--- src/rtl/conv_encoder.sv ---
// Rate-1/2, K=3 convolutional encoder (generators 7,5 octal).
// Takes FRAME_LEN information bits per frame over a valid/ready input,
// appends two zero tail bits so the trellis ends in state 00, and emits
// one registered code pair per bit over a valid/ready output.
//
// Handshake rule (both sides): a transfer happens on a rising clk edge
// where valid && ready are both high; a valid producer holds its payload
// stable until that edge, and ready may depend combinationally on state.
module conv_encoder #(
    parameter int FRAME_LEN = 8,  // information bits per frame, 1..255
    parameter int CNT_W     = 8   // bit counter width, 2**CNT_W > FRAME_LEN
) (
    input  logic       clk,
    input  logic       rst_n,
    input  logic       refresh,
    input  logic       start,
    input  logic       data_in,
    input  logic       data_valid,
    output logic       data_ready,
    output logic [1:0] bit_pair_out,
    output logic       pair_valid,
    input  logic       pair_ready,
    output logic       busy,
    output logic       frame_done,
    output logic [1:0] state_dbg
);

    typedef enum logic [1:0] {
        S_IDLE   = 2'd0,
        S_ENCODE = 2'd1,
        S_FLUSH  = 2'd2,
        S_DRAIN  = 2'd3
    } state_e;

    // Count value at which the last information bit / last tail bit loads.
    localparam logic [CNT_W-1:0] LAST_BIT  = CNT_W'(FRAME_LEN - 1);
    localparam logic [CNT_W-1:0] TAIL_LAST = CNT_W'(1);

    state_e           state_q;
    logic             s1_q;          // previous bit
    logic             s2_q;          // bit before the previous one
    logic [CNT_W-1:0] count_q;
    logic [1:0]       pair_q;
    logic             pair_valid_q;
    logic             frame_done_q;

    logic             slot_free;
    logic             load_d;
    logic             u_d;
    logic [1:0]       pair_d;
    logic [CNT_W-1:0] count_d;

    // Decide whether a code pair is loaded this cycle and what it contains.
    always_comb begin
        slot_free = !pair_valid_q || pair_ready;
        load_d    = 1'b0;
        u_d       = 1'b0;
        case (state_q)
            S_ENCODE: begin
                load_d = data_valid && slot_free;
                u_d    = data_in;
            end
            S_FLUSH: begin
                load_d = slot_free;
                u_d    = 1'b0;   // tail bits are zero
            end
            default: begin
                load_d = 1'b0;
                u_d    = 1'b0;
            end
        endcase
        pair_d  = {u_d ^ s1_q ^ s2_q, u_d ^ s2_q};
        count_d = count_q + 1'b1;
    end

    // Frame sequencing, shift register, counter and registered outputs.
    always_ff @(posedge clk or negedge rst_n) begin
        if (!rst_n) begin
            state_q      <= S_IDLE;
            s1_q         <= 1'b0;
            s2_q         <= 1'b0;
            count_q      <= '0;
            pair_q       <= 2'b00;
            pair_valid_q <= 1'b0;
            frame_done_q <= 1'b0;
        end else if (refresh) begin
            state_q      <= S_IDLE;
            s1_q         <= 1'b0;
            s2_q         <= 1'b0;
            count_q      <= '0;
            pair_q       <= 2'b00;
            pair_valid_q <= 1'b0;
            frame_done_q <= 1'b0;
        end else begin
            frame_done_q <= 1'b0;

            // A consumed pair empties the slot unless a load refills it below.
            if (pair_valid_q && pair_ready) begin
                pair_valid_q <= 1'b0;
            end

            if (load_d) begin
                pair_q       <= pair_d;
                pair_valid_q <= 1'b1;
                s2_q         <= s1_q;
                s1_q         <= u_d;
                count_q      <= count_d;
            end

            case (state_q)
                S_IDLE: begin
                    if (start) begin
                        state_q <= S_ENCODE;
                        count_q <= '0;
                        s1_q    <= 1'b0;
                        s2_q    <= 1'b0;
                    end
                end
                S_ENCODE: begin
                    if (load_d && (count_q == LAST_BIT)) begin
                        state_q <= S_FLUSH;
                        count_q <= '0;
                    end
                end
                S_FLUSH: begin
                    // Second tail load leaves the shift register at 00.
                    if (load_d && (count_q == TAIL_LAST)) begin
                        state_q <= S_DRAIN;
                    end
                end
                S_DRAIN: begin
                    // Frame ends once the final tail pair is taken downstream.
                    if (pair_valid_q && pair_ready) begin
                        frame_done_q <= 1'b1;
                        state_q      <= S_IDLE;
                    end
                end
                default: begin
                    state_q <= S_IDLE;
                end
            endcase
        end
    end

    assign data_ready   = (state_q == S_ENCODE) && slot_free;
    assign bit_pair_out = pair_q;
    assign pair_valid   = pair_valid_q;
    assign busy         = (state_q != S_IDLE);
    assign frame_done   = frame_done_q;
    assign state_dbg    = state_q;

endmodule

--- config.mk ---
export PLATFORM = sky130hd
export DESIGN_NAME = conv_encoder
export DESIGN_NICKNAME = d
export VERILOG_FILES = /design/src/rtl/conv_encoder.sv
export SDC_FILE = /design/constraint.sdc
export NUM_CORES = 1
export LEC_CHECK = 0
export ABC_AREA = 1
export CORE_MARGIN = 3
export CORE_UTILIZATION = 48
export CTS_CLUSTER_SIZE = 10
export DETAILED_ROUTE_END_ITERATION = 10
export GPL_TIMING_DRIVEN = 1
export PLACE_DENSITY = 0.85
export SYNTH_ARGS = -nofsm -noshare
export SYNTH_HDL_FRONTEND = slang
export SYNTH_SLANG_ARGS = --single-unit
--- constraint.sdc ---
create_clock -name clk -period 1.6 [get_ports clk]
set_input_delay 0.32 -clock clk [delete_from_list [all_inputs] [get_ports clk]]
set_output_delay 0.32 -clock clk [all_outputs]
set_load 0.005 [all_outputs]
* After elaboration in Yosys (flattened, before gate mapping) *
Cells that the tools add are included.

operators by class
  shifts and indexed selects = 0
  divide/modulo/power cells = 0
  $lt $le $gt $ge = 0
  reduce and logical (&&, ||, !) cells = 12
  $mul = 0
  eq/ne operators = 9
  add/sub/neg operators = 1
  mux-type cells = 29
  bitwise gates (word level) = 3

operators by type and width
  operator                                                                number
  8-bit two-way mux                                                       4
  8-bit case mux with 2 select lines                                      1
  1-bit two-way mux                                                       15
  2-bit two-way mux                                                       7
  3-bit != test (second input constant)                                   4
  8-bit by 1-bit adder with 8-bit output (second input constant)          1
  8-bit by 1-bit equality test with 1-bit output (second input constant)  1
  8-bit by 3-bit equality test with 1-bit output (second input constant)  1
  2-bit case mux with 4 select lines                                      1
  1-bit logical AND                                                       5
  2-bit equality test (second input constant)                             2
  4-bit AND reduction                                                     1
  2-bit nonzero test                                                      2
  3-bit nonzero test                                                      1
  1-bit XOR                                                               3
  2-bit by 1-bit equality test with 1-bit output (second input constant)  1
  2-bit logical NOT                                                       1
  1-bit case mux with 2 select lines                                      1
  1-bit logical NOT                                                       1
  1-bit logical OR                                                        1

word-level totals
  register bits after elaboration = 16
  bits in latches = 0
  memories = 0
  logic and storage cells = 61
  bits in read-only memories = 0
  input bits = 7
  bits in writable memories = 0
  output and inout bits = 8

* Logic depth before layout (Yosys ltp) *
  depth in word-level cells = 8
  mapped depth = 13
  mapped depth without buffers = 12

* Worst setup path before layout *
OpenSTA, ideal clock, no wires.

  path kind = register -> register
  start point = register state_q[0] (netlist: state_dbg[0])
  end point = register state_q[0] (netlist: state_dbg[0])
  library setup time = 117 ps
  clock period less this slack = 1549 ps
  arrival = 1432 ps
  slack = 51 ps
  path buffers = 1
  required time = 1483 ps
  cell stages (with the launch flop) = 11
  path through = dfrtp_1 inv_1 ha_1 nand2_1 nor2_2 buf_6 nand2_2 nand3_1 nand3_2 nand2_1 nand2_1

on the way
  cells in the longest elaborated chain, start to end = 5
  elaborated cells between the ends (all ways) = 14
  classes of those cells = 7 x eq/ne; 3 x mux; 4 x reduce/logical

RTL lines
  what                                                                                   RTL line  RTL
  start: declaration                                                                     39        state_e state_q;
  start signal: assignment                                                               79        state_q <= S_IDLE;
  start signal: assignment                                                               87        state_q <= S_IDLE;
  start signal: assignment                                                               113       state_q <= S_ENCODE;
  2-bit equality test or 2-bit by 1-bit equality test with 1-bit output (tied branches)  58, 110
  1-bit case mux with 2 select lines                                                     58        case (state_q)
  1-bit logical AND (on tied branches)                                                   127, 120
  3-bit != test (no line)                                                                -
  4-bit AND reduction (no line)                                                          -

Several ways; a longest one is shown, not always the timed one.
A chain may end at the register's enable or synchronous reset.

* Final worst setup path *
  start point = register state_q[0] (netlist: state_dbg[0])
  end point = register count_q[2]

on the way
  cells in the longest elaborated chain, start to end = 6
  elaborated cells between the ends (all ways) = 10
  classes of those cells = 2 x eq/ne; 6 x mux; 2 x reduce/logical

RTL lines
  what                                                                                   RTL line  RTL
  2-bit equality test or 2-bit by 1-bit equality test with 1-bit output (tied branches)  58, 110
  1-bit case mux with 2 select lines                                                     58
  8-bit two-way mux or 1-bit logical AND (tied branches)                                 102, 120
  8-bit two-way mux (on tied branches)                                                   120, 112
  8-bit case mux with 2 select lines (*)                                                 110       case (state_q)
  8-bit two-way mux (*)                                                                  86        end else if (refresh) begin
  end signal: assignment                                                                 107       count_q <= count_d;
  end: declaration                                                                       42        logic [CNT_W-1:0] count_q;

Mark *: on every way between the ends. The rest lies on a longest branch, timed or not.

==> impl_metrics.py <==
metrics = {
    "outcome": {
        "outcome": "finished with violations",
        "failed_checks": "setup timing",
    },
    "detailed_routing": {
        "drtPass1Iterations": 4,
        "first_iter_violations": 42,
        "drc": 0,
        "routed_wl_mm": 3.27,
        "dr_total_vias": 1136,
        "ant_nets": 0,
        "wire_per_inst_um": 15.0,
        "viasPerCell": 5.21,
    },
    "global_routing": {
        "grt_max_degree": 17,
        "antenna_found_initial": 0,
        "grt_pass1_wl_mm": 4.49,
        "grt_pass1_vias": 1026,
        "groute.usage.overall": 0.218,
        "overflow": 0,
    },
    "logic_synthesis": {
        "seq_area_frac_synth": 0.370,
        "synth_area_leader_cell": "dfrtp_1",
        "syn_avg_cell_area_um2": 7.07,
        "synth_area_leaders": "dfrtp_1, nand2_1, inv_1",
        "synthesis.nets": 166,
        "mappedNetlistArea_um2": 1080,
        "synthAdderAreaFrac": 0.0694,
        "synth_top_family_by_area": "simple AND/OR/NAND/NOR gates",
        "synth-simple-area-share": 0.343,
        "netlist_instances": 153,
        "netlist-cell-type-count": 21,
        "synth_top_area_share": 0.370,
        "synth.ff_latch_count": 16,
        "muxShareOfSynthArea": 0,
        "synth_compound_area_frac": 0.0590,
        "yosysWarnings": 0,
        "synth_xor_area_frac": 0.0324,
    },
    "clock_network": {
        "cts_tree": "yes",
        "htree_levels": 1,
        "cts_buffers": 3,
        "cts_sinks": 16,
        "holdBufCountCts": 0,
        "clk_pin_slew_ns": 0.10,
        "clock_path_buffers": 2,
        "cts_root_buffer": "clkbuf_4",
        "clk-insertion-delay-late_ns": 0.29,
    },
    "cells_and_area": {
        "mostFrequentLayoutCell": "nand2_1",
        "synthToLayoutAreaGrowth_pct": 51.1,
        "drive_above_1_share": 0.335,
        "fillCellCount": 134,
        "diodes": 0,
        "stdcell_count": 218,
        "final-seq-area_um2": 400,
        "fin_nets": 205,
        "final_util": 0.801,
        "multi_input_area_um2": 723,
        "layout_common_cells": "nand2_1, inv_1, nor2_1, dfrtp_1, buf_4",
    },
    "die": {
        "core_um2": 2040,
        "core.rowCount": 16,
        "die-area_um2": 2860,
        "die_w_um": 53.5,
        "die_h_um": 53.5,
        "initial_core_util": 0.530,
        "io_pins": 15,
    },
    "sta": {
        "setup_viol": 7,
        "fmax_mhz": 591,
        "final-hold-violation-count": 0,
        "max_slew_margin": 0.692,
        "post-route-period-util": 1.06,
        "layout_setup_ws_ns": -0.0922,
        "finalCriticalPeriod_ns": 1.69,
        "final_max_slew_viol_count": 0,
        "whs_ns": 0.331,
        "rsz0062_at_grt": "true",
        "skew_ns": 0.00863,
        "worst_pin_slew_ns": 0.457,
    },
    "worst_setup_path": {
        "reg2reg_from": "state_dbg[0]",
        "crit_required_ns": 1.82,
        "cp-start-kind": "flip-flop",
        "crit_arrival_ns": 1.91,
        "timing_worst_setup_path_type": "flip-flop to flip-flop",
        "crit_fanout": 3,
        "r2r-end": "count_q[2]",
        "reg2regPathDepth": 13,
        "cp-startpoint": "state_dbg[0]",
        "r2r_slack_ns": -0.09,
        "critPathCaptureType": "flip-flop",
    },
    "place": {
        "dp_cells": 208,
        "hpwl_mm": 1.84,
        "preCtsSetupSlack_ns": -0.243,
        "place_congestion": 0.915,
        "port_buffers": 14,
    },
    "worst_hold_path": {
        "hp-class": "input port to asynchronous set/reset pin",
    },
    "power": {
        "power.leakage_nw": 0.836,
        "power.density_nw_per_um2": 1280,
        "finalPower_mw": 2.09,
        "max-vdd-ir-drop_uv": 1060,
    },
    "run": {
        "maxCapViolCount": 0,
    },
}
power breakdown:
part | total, mW | switching, mW | internal [mW]
clock | 0.272 | 0.133 | 0.139
combinational | 1.31 | 0.683 | 0.624
sequential | 0.511 | 0.0526 | 0.458
synthesized netlist by cell type:
cell type / n
nor2_2: 2
nor3_1: 1
nor2_1: 20
inv_2: 1
buf_2: 1
nand3_1: 15
nand3_2: 3
dfrtp_1: 16
nand2_1: 38
buf_6: 2
xor2_1: 3
a211oi_1: 2
o31ai_1: 1
inv_1: 28
xnor2_1: 1
ha_1: 6
o21ai_0: 4
o22ai_1: 1
nand4_1: 3
nand2_2: 2
a21oi_1: 3
cell type report:
cell class                      count  share of cell area
Clock buffer                        4              0.0222
Inverter                           29              0.0696
Tap cell                           27              0.0207
Multi-Input combinational cell    105               0.442
Timing Repair Buffer               37               0.200
Sequential cell                    16               0.245
cell families (layout without fill, tap and decap cells):
group / after synthesis / in the layout
compound gates: 11 / 11
simple gates: 84 / 84
flops: 16 / 16
xor+xnor: 4 / 4
fa+ha+maj: 6 / 6
buf+inv: 32 / 70
timing repair:
action	in CTS	in global routing
hold endpoints to repair	0	0
setup buffers	3	3
endpoints found under the setup margin	17	16
gates resized for setup	26	34
pin swaps	2	19
routing by layer:
layer  part of all wire  global-route usage
met3              0.039              0.0338
met2               0.51               0.345
met1               0.43               0.292
met5                  0                   0
met4              0.016              0.0851
through the flow:
step	area, um2	setup TNS, ns
3_5_place_dp	1360	-2.78
3_3_place_gp	1360	-2.15
2_1_floorplan	1080	0
4_1_cts	1490	-0.154
5_1_grt	1640	-1.17
6_report	1640	-0.208
critical path: stages (launching register included):
cell,delay [ns]
dfrtp_1,0.42
buf_6,0.13
inv_6,0.06
ha_4,0.13
inv_2,0.05
nand2_4,0.07
inv_2,0.04
nor2_4,0.13
buf_6,0.12
buf_4,0.11
nand2_1,0.05
nand2_1,0.07
o21ai_0,0.10
nor2_1,0.13
registers in the layout (all words and copies together), names as in the netlist:
| signal | flops |
|---|---|
| frame_done | 1 |
| pair_valid | 1 |
| state_dbg | 2 |
| s2_q | 1 |
| count_q | 8 |
| bit_pair_out | 2 |
| s1_q | 1 |
how the worst max path moves through the flow:
stage,endpoint,slack [ns],depth (start not counted)
after floorplan,state_dbg[0],0.05,10
after global placement,data_ready,-0.19,4
after detailed placement,count_q[2],-0.24,10
after CTS,busy,-0.07,5
after global routing,count_q[2],-0.18,13
final,count_q[2],-0.09,13
Note: power is estimated with default switching activity, not from simulation.
